## config.mk

```make
export PLATFORM = sky130hd
export DESIGN_NAME = julia_pixel_scheduler_flat
export DESIGN_NICKNAME = d
export VERILOG_FILES = /design/src/rtl/julia_pixel_scheduler_pkg.sv /design/src/rtl/julia_pixel_scheduler_if.sv /design/src/rtl/julia_pixel_scheduler_rr_arbiter.sv /design/src/rtl/julia_pixel_scheduler.sv /design/src/flat_wrapper.sv
export SDC_FILE = /design/constraint.sdc
export NUM_CORES = 1
export LEC_CHECK = 0
export ABC_AREA = 1
export CAP_MARGIN = 5
export CORE_MARGIN = 2
export CORE_UTILIZATION = 50
export DETAILED_ROUTE_END_ITERATION = 12
export PLACE_DENSITY_LB_ADDON = 0.05
export SYNTH_ARGS = -nofsm -noshare
export SYNTH_HDL_FRONTEND = slang
export SYNTH_HIERARCHICAL = 1
export SYNTH_SLANG_ARGS = --single-unit
export TNS_END_PERCENT = 50
```

## constraint.sdc

```tcl
create_clock -name clk_50 -period 7.9 [get_ports clk_50]
set_input_delay 1.185 -clock clk_50 [delete_from_list [all_inputs] [get_ports clk_50]]
set_output_delay 1.185 -clock clk_50 [all_outputs]
set_load 0.01 [all_outputs]
```

## src/rtl/julia_pixel_scheduler_pkg.sv

```systemverilog
// Shared constants and the scheduler state encoding for the Julia renderer
// frame controller.
package julia_pkg;

  localparam int COORD_W = 18;
  localparam int ITER_W  = 8;
  localparam int X_RES   = 640;
  localparam int Y_RES   = 480;
  localparam int ADDR_W  = 19;

  typedef enum logic [1:0] {
    IDLE,
    DISPATCH,
    DRAIN,
    DONE
  } sched_state_t;

  // Index width that stays legal for degenerate single-entry ranges.
  function automatic int idx_w(input int n);
    return (n > 1) ? $clog2(n) : 1;
  endfunction

endpackage

```

## src/rtl/julia_pixel_scheduler_if.sv

```systemverilog
// Engine dispatch, engine result and frame-buffer write signals between the
// pixel scheduler (master) and the engine array / SRAM writer (slave).
interface julia_pixel_scheduler_if #(
  parameter int NUM_ENG = 4,
  parameter int COORD_W = julia_pkg::COORD_W,
  parameter int ITER_W  = julia_pkg::ITER_W,
  parameter int ADDR_W  = julia_pkg::ADDR_W
);

  logic [NUM_ENG-1:0]             eng_req_valid;
  logic [NUM_ENG-1:0]             eng_req_ready;
  logic [COORD_W-1:0]             eng_x;
  logic [COORD_W-1:0]             eng_y;
  logic [ADDR_W-1:0]              eng_addr;
  logic [NUM_ENG-1:0]             eng_res_valid;
  logic [NUM_ENG-1:0][ADDR_W-1:0] eng_res_addr;
  logic [NUM_ENG-1:0][ITER_W-1:0] eng_res_iter;
  logic [NUM_ENG-1:0]             eng_res_ack;
  logic                           fb_we;
  logic [ADDR_W-1:0]              fb_addr;
  logic [ITER_W-1:0]              fb_data;
  logic                           fb_ready;

  modport master (
    output eng_req_valid, eng_x, eng_y, eng_addr, eng_res_ack,
    output fb_we, fb_addr, fb_data,
    input  eng_req_ready, eng_res_valid, eng_res_addr, eng_res_iter, fb_ready
  );

  modport slave (
    input  eng_req_valid, eng_x, eng_y, eng_addr, eng_res_ack,
    input  fb_we, fb_addr, fb_data,
    output eng_req_ready, eng_res_valid, eng_res_addr, eng_res_iter, fb_ready
  );

endinterface

```

## src/rtl/julia_pixel_scheduler_rr_arbiter.sv

```systemverilog
// Round-robin arbiter: ptr holds the highest-priority requester; after a
// granted cycle with advance high it moves to the engine after the winner.
module rr_arbiter import julia_pkg::*; #(
  parameter int N = 4
) (
  input  logic         clk,
  input  logic         reset,
  input  logic [N-1:0] req,
  input  logic         advance,
  output logic [N-1:0] grant
);

  localparam int PW = idx_w(N);

  logic [PW-1:0] ptr;
  logic [PW-1:0] gidx;
  logic [PW-1:0] cand;

  // Scan farthest offset first so the nearest requester overwrites the rest.
  always_comb begin
    grant = '0;
    gidx  = '0;
    cand  = '0;
    for (int k = N - 1; k >= 0; k--) begin
      cand = PW'((int'(ptr) + k) % N);
      if (req[cand]) begin
        grant       = '0;
        grant[cand] = 1'b1;
        gidx        = cand;
      end
    end
  end

  always_ff @(posedge clk) begin
    if (!reset) begin
      ptr <= '0;
    end else if (advance && |grant) begin
      ptr <= PW'((int'(gidx) + 1) % N);
    end
  end

endmodule

```

## src/rtl/julia_pixel_scheduler.sv

```systemverilog
// Raster-scans the pixel grid, hands each pixel's start coordinate to a free
// iteration engine and funnels engine results onto the frame-buffer port.
module julia_pixel_scheduler import julia_pkg::*; #(
  parameter int NUM_ENG = 4,
  parameter int X_RES   = julia_pkg::X_RES,
  parameter int Y_RES   = julia_pkg::Y_RES,
  parameter int COORD_W = julia_pkg::COORD_W,
  parameter int ITER_W  = julia_pkg::ITER_W,
  parameter int ADDR_W  = julia_pkg::ADDR_W
) (
  input  logic                 clk_50,
  input  logic                 reset,
  input  logic                 start,
  input  logic [COORD_W-1:0]   cfg_x0,
  input  logic [COORD_W-1:0]   cfg_y0,
  input  logic [COORD_W-1:0]   cfg_step,
  output logic                 busy,
  output logic                 frame_done,
  julia_pixel_scheduler_if.master bus
);

  localparam int XW = idx_w(X_RES);
  localparam int YW = idx_w(Y_RES);
  localparam int OW = $clog2(NUM_ENG + 1);

  sched_state_t state, state_nxt;

  logic [COORD_W-1:0] x0_q, step_q;
  logic [COORD_W-1:0] cur_re, cur_im;
  logic [XW-1:0]      x;
  logic [YW-1:0]      y;
  logic [ADDR_W-1:0]  addr;
  logic [OW-1:0]      outstanding;

  logic [NUM_ENG-1:0] disp_gnt, wb_gnt;
  logic               disp_hs, wb_ack, last_px, x_end;
  logic [ADDR_W-1:0]  wb_addr;
  logic [ITER_W-1:0]  wb_data;

  // Dispatch grants only ready engines, so every grant is a completed handshake.
  rr_arbiter #(.N(NUM_ENG)) u_disp_arb (
    .clk     (clk_50),
    .reset   (reset),
    .req     (bus.eng_req_ready & {NUM_ENG{state == DISPATCH}}),
    .advance (1'b1),
    .grant   (disp_gnt)
  );

  rr_arbiter #(.N(NUM_ENG)) u_wb_arb (
    .clk     (clk_50),
    .reset   (reset),
    .req     (bus.eng_res_valid & {NUM_ENG{state != IDLE}}),
    .advance (bus.fb_ready),
    .grant   (wb_gnt)
  );

  assign disp_hs = |disp_gnt;
  assign wb_ack  = (|wb_gnt) & bus.fb_ready;
  assign x_end   = (x == XW'(X_RES - 1));
  assign last_px = x_end && (y == YW'(Y_RES - 1));

  assign bus.eng_req_valid = disp_gnt;
  assign bus.eng_x         = cur_re;
  assign bus.eng_y         = cur_im;
  assign bus.eng_addr      = addr;
  assign bus.eng_res_ack   = wb_gnt & {NUM_ENG{bus.fb_ready}};
  assign bus.fb_we         = wb_ack;
  assign bus.fb_addr       = wb_addr;
  assign bus.fb_data       = wb_data;

  always_comb begin
    wb_addr = '0;
    wb_data = '0;
    for (int i = 0; i < NUM_ENG; i++) begin
      if (wb_gnt[i]) begin
        wb_addr = bus.eng_res_addr[i];
        wb_data = bus.eng_res_iter[i];
      end
    end
  end

  always_ff @(posedge clk_50) begin
    if (!reset) state <= IDLE;
    else        state <= state_nxt;
  end

  always_comb begin
    state_nxt  = state;
    busy       = 1'b1;
    frame_done = 1'b0;
    case (state)
      IDLE: begin
        busy = 1'b0;
        if (start) state_nxt = DISPATCH;
      end
      DISPATCH: if (disp_hs && last_px) state_nxt = DRAIN;
      DRAIN:    if (outstanding == '0) state_nxt = DONE;
      DONE: begin
        frame_done = 1'b1;
        state_nxt  = IDLE;
      end
      default: state_nxt = IDLE;
    endcase
  end

  // Coordinates advance incrementally; wrap modulo 2^COORD_W is intended.
  always_ff @(posedge clk_50) begin
    if (!reset) begin
      x0_q   <= '0;
      step_q <= '0;
      cur_re <= '0;
      cur_im <= '0;
      x      <= '0;
      y      <= '0;
      addr   <= '0;
    end else if (state == IDLE && start) begin
      x0_q   <= cfg_x0;
      step_q <= cfg_step;
      cur_re <= cfg_x0;
      cur_im <= cfg_y0;
      x      <= '0;
      y      <= '0;
      addr   <= '0;
    end else if (disp_hs) begin
      addr <= addr + 1'b1;
      if (x_end) begin
        x      <= '0;
        y      <= y + 1'b1;
        cur_re <= x0_q;
        cur_im <= cur_im - step_q;
      end else begin
        x      <= x + 1'b1;
        cur_re <= cur_re + step_q;
      end
    end
  end

  always_ff @(posedge clk_50) begin
    if (!reset) begin
      outstanding <= '0;
    end else begin
      case ({disp_hs, wb_ack})
        2'b10:   outstanding <= outstanding + 1'b1;
        2'b01:   outstanding <= outstanding - 1'b1;
        default: outstanding <= outstanding;
      endcase
    end
  end

endmodule

```

## src/flat_wrapper.sv

```systemverilog
// flat-port wrapper written by rule: the top's interface ports become plain ports
module julia_pixel_scheduler_flat import julia_pkg::*;
#(
  parameter int NUM_ENG = 4,
  parameter int X_RES   = julia_pkg::X_RES,
  parameter int Y_RES   = julia_pkg::Y_RES,
  parameter int COORD_W = julia_pkg::COORD_W,
  parameter int ITER_W  = julia_pkg::ITER_W,
  parameter int ADDR_W  = julia_pkg::ADDR_W
)
  (clk_50, reset, start, cfg_x0, cfg_y0, cfg_step, busy, frame_done, bus_eng_req_valid, bus_eng_x, bus_eng_y, bus_eng_addr, bus_eng_res_ack, bus_fb_we, bus_fb_addr, bus_fb_data, bus_eng_req_ready, bus_eng_res_valid, bus_eng_res_addr, bus_eng_res_iter, bus_fb_ready);
  julia_pixel_scheduler_if #(.NUM_ENG(NUM_ENG), .COORD_W(COORD_W), .ITER_W(ITER_W), .ADDR_W(ADDR_W)) bus_i ();
  input  logic clk_50;
  input  logic reset;
  input  logic start;
  input  logic [COORD_W-1:0] cfg_x0;
  input  logic [COORD_W-1:0] cfg_y0;
  input  logic [COORD_W-1:0] cfg_step;
  output logic busy;
  output logic frame_done;
  output wire logic [$bits(bus_i.eng_req_valid)-1:0] bus_eng_req_valid;
  output wire logic [$bits(bus_i.eng_x)-1:0] bus_eng_x;
  output wire logic [$bits(bus_i.eng_y)-1:0] bus_eng_y;
  output wire logic [$bits(bus_i.eng_addr)-1:0] bus_eng_addr;
  output wire logic [$bits(bus_i.eng_res_ack)-1:0] bus_eng_res_ack;
  output wire logic [$bits(bus_i.fb_we)-1:0] bus_fb_we;
  output wire logic [$bits(bus_i.fb_addr)-1:0] bus_fb_addr;
  output wire logic [$bits(bus_i.fb_data)-1:0] bus_fb_data;
  input wire logic [$bits(bus_i.eng_req_ready)-1:0] bus_eng_req_ready;
  input wire logic [$bits(bus_i.eng_res_valid)-1:0] bus_eng_res_valid;
  input wire logic [$bits(bus_i.eng_res_addr)-1:0] bus_eng_res_addr;
  input wire logic [$bits(bus_i.eng_res_iter)-1:0] bus_eng_res_iter;
  input wire logic [$bits(bus_i.fb_ready)-1:0] bus_fb_ready;
  assign bus_eng_req_valid = bus_i.eng_req_valid;
  assign bus_eng_x = bus_i.eng_x;
  assign bus_eng_y = bus_i.eng_y;
  assign bus_eng_addr = bus_i.eng_addr;
  assign bus_eng_res_ack = bus_i.eng_res_ack;
  assign bus_fb_we = bus_i.fb_we;
  assign bus_fb_addr = bus_i.fb_addr;
  assign bus_fb_data = bus_i.fb_data;
  assign bus_i.eng_req_ready = bus_eng_req_ready;
  assign bus_i.eng_res_valid = bus_eng_res_valid;
  assign bus_i.eng_res_addr = bus_eng_res_addr;
  assign bus_i.eng_res_iter = bus_eng_res_iter;
  assign bus_i.fb_ready = bus_fb_ready;
  julia_pixel_scheduler #(.NUM_ENG(NUM_ENG), .X_RES(X_RES), .Y_RES(Y_RES), .COORD_W(COORD_W), .ITER_W(ITER_W), .ADDR_W(ADDR_W)) u_core (.clk_50(clk_50), .reset(reset), .start(start), .cfg_x0(cfg_x0), .cfg_y0(cfg_y0), .cfg_step(cfg_step), .busy(busy), .frame_done(frame_done), .bus(bus_i));
endmodule
```

# After elaboration in Yosys (flattened, before gate mapping)

Index checks and enable logic that the tools add are counted.

Reduce and logical (&&, ||, !) cells: 24
$add $sub $neg: 15
Order comparisons: 16
Bitwise logic cells: 5
Equal/unequal tests: 10
Muxes and demuxes: 70

Operators with widths:

| operator                | count |
|---|---|
| $mux W18                | 6 |
| $mux W19                | 4 |
| $mux W4                 | 8 |
| $mux W8                 | 4 |
| $lt A2 B3 Y1 const B    | 8 |
| $mux W2                 | 11 |
| $add A19 B1 Y19 const B | 1 |
| $add A18 B18 Y18        | 1 |
| $mux W1                 | 18 |
| $sub A18 B18 Y18        | 1 |
| $bmux W1 S2             | 8 |
| $demux W1 S2            | 8 |
| $ge A2 B1 Y1 const B    | 8 |
| $and A4 B4 Y4           | 3 |
| $logic_and A1 B1 Y1     | 12 |
| $add A10 B1 Y10 const B | 1 |
| $eq A10 B10 Y1 const B  | 1 |
| $mux W10                | 1 |
| $add A9 B1 Y9 const B   | 1 |
| $eq A9 B9 Y1 const B    | 1 |
| $add A2 B1 Y2 const B   | 4 |
| $add A2 B2 Y2 const B   | 4 |
| $pmux W2 S4             | 1 |
| $reduce_bool A2 Y1      | 4 |
| 15 further kinds        | 21 |

Register bits after elaboration: 119

# Longest topological paths before layout

Depth in word-level cells: 13
Gate-level depth with buffers: 25
Gate-level depth less buffers: 25

# By module

The synthesis kept the hierarchy.

Modules (own cells, without submodules):

| module                          | area an instance (um^2) | cells an instance | times used |
|---|---|---|---|
| julia_pixel_scheduler           | 7896.3                  | 1256              | 1 |
| rr_arbiter at u_core.u_disp_arb | 596.8                   | 98                | 1 |
| rr_arbiter at u_core.u_wb_arb   | 579.3                   | 100               | 1 |

# Least setup slack after synthesis

OpenSTA, ideal clock, no wires.

Kind: input-to-output
From: in bus_eng_res_valid[0]
To: out bus_fb_addr[10]
Slack: 3719 ps
Data required time: 6715 ps
Arrival: 2996 ps
Path buffers: 2
Stages on the path: 17
Cells stage by stage: inv_1 -> nor2_1 -> inv_1 -> nand2_1 -> nand3_2 -> nand2_2 -> buf_6 -> a21oi_1 -> a21oi_2 -> inv_1 -> inv_1 -> nor2_1 -> clkbuf_1 -> nand2_1 -> nand2_1 -> nand2_1 -> a21oi_1

Word-level cells in the longest chain between the ends: 11
Elaborated cells on any way between the ends: 17

Ends and longest elaborated chain:

| what                          | line                                   | source |
|---|---|---|
| start: declaration            | flat_wrapper.sv:30                     | `input wire logic [$bits(bus_i.eng_res_valid)-1:0] bus_eng_res_valid;` |
| $and A4 B4 Y4 (*)             | julia_pixel_scheduler.sv:52            | `.req (bus.eng_res_valid & {NUM_ENG{state != IDLE}}),` |
| $bmux W1 S2                   | julia_pixel_scheduler_rr_arbiter.sv:26 | `if (req[cand]) begin` |
| $mux W1 (not written as such) | julia_pixel_scheduler_rr_arbiter.sv:26 |  |
| $mux W4 (3 in series)         | julia_pixel_scheduler_rr_arbiter.sv:26 |  |
| $mux W4 (*)                   | julia_pixel_scheduler_rr_arbiter.sv:26 |  |
| named net u_core.wb_gnt[0]    | julia_pixel_scheduler.sv:35            | `logic [NUM_ENG-1:0] disp_gnt, wb_gnt;` |
| $mux W19 (*) (4 in series)    | julia_pixel_scheduler.sv:75            | `if (wb_gnt[i]) begin` |
| end: declaration              | flat_wrapper.sv:27                     | `output wire logic [$bits(bus_i.fb_addr)-1:0] bus_fb_addr;` |

Mark *: on every way through the listed nets, which the timed path passes. The rest lies on a longest branch. The select of a mux whose other input is x is not followed.

# Final worst setup path

From: in bus_eng_res_valid[0]
To: out bus_fb_addr[17]

Elaborated cells on any way between the ends: 17

RTL lines:

| what                          | line |
|---|---|
| $and A4 B4 Y4 (*)             | julia_pixel_scheduler.sv:52 |
| $bmux W1 S2                   | julia_pixel_scheduler_rr_arbiter.sv:26 |
| $mux W1 (not written as such) | julia_pixel_scheduler_rr_arbiter.sv:26 |
| $mux W4 (3 in series)         | julia_pixel_scheduler_rr_arbiter.sv:26 |
| $mux W4 (*)                   | julia_pixel_scheduler_rr_arbiter.sv:26 |
| named net u_core.wb_gnt[1]    | julia_pixel_scheduler.sv:35 |
| $mux W19 (*) (3 in series)    | julia_pixel_scheduler.sv:75 |

Marks and branches as above.

==> results.toml <==
[outcome]
status = "completed"

[global_route]
gr-total-overflow = 0
grt_pass1_wl_microns = 45870
track_usage = 0.2881
grt_max_degree = 72
grt_pass1_vias = 9449
antenna_found_initial = 0

[synth]
yosys.area.top_type = "dfxtp_1"
synth-edff-count = 0
syn_area_sq_um = 9072
ys.flop_type = "dfxtp_1"
synth_warnings = 6
synthXorXnorAreaFrac = 0.03186
synth_mux_area_frac = 0
synth.distinct_cells = 49
synth_commonest_cells = "nand2_1, inv_1, nor2_1"
synth_area_leaders = "dfxtp_1, nand2_1, a21oi_1"
synth_adder_area_share = 0.08661
synth_nets = 1689
yosysMostFrequentCell = "nand2_1"
synth.avg_cell_area_sq_um = 6.240
ys_ff_latch = 119
synth_top_cell_area_share = 0.2626
synth_top_family_by_area = "simple AND/OR/NAND/NOR gates"
yosys.area_share.simple = 0.3524
postSynth.asyncResetShare = 0
ys_seq_area_frac = 0.2626
synth_compound_area_frac = 0.1696
syn_inst = 1454

[timing]
rsz0062_at_grt = "false"
slew_violations = 0
fin_crit_sh = 0.7867
setup_violations = 0
final-hold-violation-count = 0
clock_skew_ns = 0.006724
fmax_mhz = 160.9
hold_ws_ns = 0.4660
tns_ns = 0
worst_pin_slew_ns = 1.110
period_needed_ns = 6.215
setup_slack_ns = 1.685
maxSlewHeadroom = 0.2591

[layout]
fillCellCount = 1674
insertedDiodeCount = 0
nets = 1933
area_delta_synth_final_pct = 36.74
multiInputGateArea_sq_um = 5817
fin_area_sq_um = 12410
regArea_sq_um = 2382
final_core_utilization = 0.6930
drive_above_1_share = 0.06137
stdcell_count = 1940

[clocking]
cts_hold_buf = 0
numCtsBuffers = 17
clockRootBuffer = "clkbuf_16"
cts_tree = "done"
cts_resized = 0
cts.path.max_buffers = 2
clkSinkCount = 119
clkLatencyLatePin_ns = 0.41
cts_setup_buffers = 0
htreeDepth = 4
clk_pin_slew_worst_paths_ns = 0.06

[route]
avgViaCountPerCell = 5.169
drtIter0Drc = 579
dr.pass1.iters = 6
wl_per_cell_microns = 14.54
vias = 10027
final_antenna_net_count = 0
route.detailed.drc = 0
finalWirelength_microns = 28200

[worst_setup_path]
cp.arrival_ns = 5.03
crit_required_ns = 6.71
criticalPathCategory = "in -> out"
critPathCaptureType = "output port"
path_max_fanout = 30
crit_path_start_kind = "input port"

[placed_design]
dp_slack_ns = 1.677
gp_congestion = 0.8930
hpwl_microns = 21500
io_buffers = 266
dpl_cell_area_sq_um = 11850
dp.cells = 1908

[floorplanning]
dieArea_sq_um = 19240
num_io_pins = 267
row_count = 49
initial_core_util = 0.5068
die_w_microns = 138.7
die_h_microns = 138.7
coreArea_sq_um = 17900

[pwr]
p_per_area_nw_per_um2 = 469.0
total_power_mw = 5.818
p_leak_nw = 5.652
ir_drop_v = 0.0003504

[run]
cap_violations = 0

[hold_path]
hp-class = "reg -> reg"
## state kept, by name, summed over array words and instances, names as in the netlist
name,flops
u_core/u_wb_arb/ptr,2
u_core/bus.eng_addr,19
u_core/step_q,18
u_core/bus.eng_x,18
u_core/state,2
u_core/outstanding,3
u_core/x0_q,18
u_core/bus.eng_y,18
u_core/y,9
u_core/u_disp_arb/ptr,2
u_core/x,10
## final timing paths
check,start,to,slack (ns),depth (start not counted)
setup / recovery,bus_eng_res_valid[0],bus_fb_addr[17],1.68,16
hold / removal,u_core/x0_q[12],u_core/x0_q[12],0.47,2
setup reg to reg,u_core/u_wb_arb/ptr[0],u_core/outstanding[2],3.23,21
hold reg to reg,u_core/x0_q[12],u_core/x0_q[12],0.47,2
## cells by family after synthesis
kind of cell               Yosys count
other                                1
DFF                                119
adders and majority gates           61
xor gates and xnor gates            33
AOI/OAI and AO/OA                  284
and+or+nand+nor                    733
buffers and inverters              223
## power by group
part	internal, mW	switching [mW]	leakage (nW)	total [mW]
registers	0.750	0.137	0.975	0.887
clock network	0.449	0.285	0.270	0.734
logic	1.73	2.47	4.41	4.20
## cell type report
class / count / share of cell area
multi-input cells: 1112 / 0.4689
repair buffers: 270 / 0.2170
flip-flops and latches: 119 / 0.1920
inverters: 178 / 0.05386
clock buffers: 21 / 0.03712
well taps: 229 / 0.02310
clock inverters: 11 / 0.007968
## critical path, cell delays in order
cell and delay [ns]:
clkdlybuf4s50_1 0.45, inv_1 0.04, nor2_1 0.07, inv_1 0.07, nand2_1 0.09, nand3_2 0.10, nand2_2 0.18, nor2_1 0.09
nand2_1 0.07, nand3_1 0.07, nand2_1 0.08, inv_1 0.41, nor2_2 1.03, a221oi_1 0.18, o31ai_1 0.31, clkdlybuf4s50_1 0.59
## layout by cell type, fill, tap and decap left out, types with 16 or more instances in the layout
cell             synthesis  routed
nand3_1                 73      73
ha_1                    58      58
xor2_1                  19      19
nand2_2                 16      16
clkbuf_16                0      17
nand2_1                419     419
nor2_1                 152     151
dfxtp_1                119     119
clkdlybuf4s50_1          0     266
inv_1                  163     163
a21oi_1                149     149
o21ai_0                 79      79
## per-layer routing
layer,global-route usage,wire [microns],up-vias
li1,-,-,5182
met1,0.3472,11670,4443
met2,0.4997,13500,344
met3,0.05801,2015,58
met4,0.1255,1017,0
met5,0,0,-
Note: power is estimated with default switching activity, not from simulation.
==> RTL edit, RTL diff (config.mk and constraints unchanged) <==
Set the package constant `COORD_W` to 14 (it was 18).
--- a/src/rtl/julia_pixel_scheduler_pkg.sv
+++ b/src/rtl/julia_pixel_scheduler_pkg.sv
@@ -2,7 +2,7 @@
 // frame controller.
 package julia_pkg;
 
-  localparam int COORD_W = 18;
+  localparam int COORD_W = 14;
   localparam int ITER_W  = 8;
   localparam int X_RES   = 640;
   localparam int Y_RES   = 480;
Ports: changed (5 resized); port bits go from 267 to 247. The function was not compared with the original's and may differ.
==> RTL edit against the original RTL <==
Critical path type unchanged; routed wire length is 13% lower; combinational power is 11% lower; setup slack better by 0.14 ns; synthesized cell count is 11% lower; total power is 15% lower; global-route usage is 1.2 points lower; cell area is 12% lower; area after synthesis is 11% lower; sequential cell count is 16 lower; sequential power is 16% lower.
==> RTL edit: results (changes against the original RTL) <==
.. list-table::
   :header-rows: 1

   * - Metric
     - Value
   * - Detailed-routing iteration count for the pre-antenna-repair pass
     - 7 (was 6)
   * - Run status
     - finished, final reports clean (unchanged)
   * - Overall routed net length
     - 24500 um (was 28200 um)
   * - Num sequential
     - 103 (was 119)
   * - Fraction of standard cell area in multi-input logic
     - 47.3% (was 46.9%)
   * - Termination of the worst setup path
     - bus_fb_data[2] (was bus_fb_addr[17])
   * - Die width
     - 131 um (was 139 um)
   * - Share of the yosys chip area belonging to registers
     - 25.7% (was 26.3%)
   * - VDD IR max
     - 264 uV (was 350 uV)
   * - Number of non-clock buffers
     - 251 (was 270)
   * - Number of buffers created by CTS
     - 9 (was 17)
   * - Switching portion of total power
     - 50.8% (was 49.7%)
   * - FF-to-FF setup slack
     - 3.69 ns (was 3.23 ns)
   * - Worst reg2reg path depth
     - 19 (was 21)
   * - Slowest Stage Delay on Critical Path
     - 0.95 ns (was 1.03 ns)
   * - Non-clock inverter total of the final layout
     - 158 (was 178)
   * - Fraction of the mapped netlist area in compound gates
     - 17.3% (was 17.0%)
   * - Fill cells
     - 1477 (was 1674)
   * - Via count of the first global-routing pass
     - 7963 (was 9449)
   * - Hold Crit Start
     - u_core/x0_q[7] (was u_core/x0_q[12])
   * - Global Route Usage Sum
     - 27.6% (was 28.8%)
   * - Launch instance of the worst register-to-register path
     - u_core/u_disp_arb/ptr[0] (was u_core/u_wb_arb/ptr[0])
   * - Hpwl dp
     - 18400 um (was 21500 um)
   * - Endpoint of the worst hold-timing path
     - u_core/x0_q[7] (was u_core/x0_q[12])
   * - Number of nets in the synthesized netlist
     - 1511 (was 1689)
   * - Leak Pwr
     - 4.95 nW (was 5.65 nW)
   * - Post-detailed-placement cell area
     - 0.0106 sq mm (was 0.0118 sq mm)
   * - Final RePlAce weighted congestion
     - 0.892 (was 0.893)
   * - Latest clock arrival within the worst-skew pair
     - 0.36 ns (was 0.41 ns)
   * - Number of violations reported at the end of detailed-routing iteration 0
     - 547 (was 579)
   * - Number of multi-input combinational cells
     - 991 (was 1112)
   * - Total vias in the final route
     - 8869 (was 10000)
   * - Number of non-filler instances in the completed layout
     - 1735 (was 1940)
   * - Critical Path Source
     - bus_eng_res_valid[1] (was bus_eng_res_valid[0])
==> RTL edit: routing by layer <==
layer	track usage (%)	part of all wire [%]	vias to the layer above	wire length, um
met5	0	0	-	0
met1	30.9	41	3935	9950
li1	-	-	4596	-
met2	51.4	49	299	12000
met3	6.72	7.8	39	1920
met4	9.14	2.7	0	668
==> RTL edit: power groups by stage <==
stage                     clock network, W  logic (W)  registers [W]
after detailed placement                 0    0.00369       0.000757
final                             0.000475    0.00372       0.000747
after global routing              0.000502    0.00414       0.000762
after floorplan                          0    0.00239       0.000751
after CTS                         0.000481    0.00372       0.000747
after global placement                   0    0.00365       0.000756
==> RTL edit: logic make-up (layout without fill, tap and decap cells) <==
kind of cell    count (synthesis)  count (layout)
flops                         103             103
other cells                     1               1
buf+inv                       202             425
fa+ha+maj                      53              53
simple gates                  654             654
compound gates                256             256
xor+xnor                       27              27
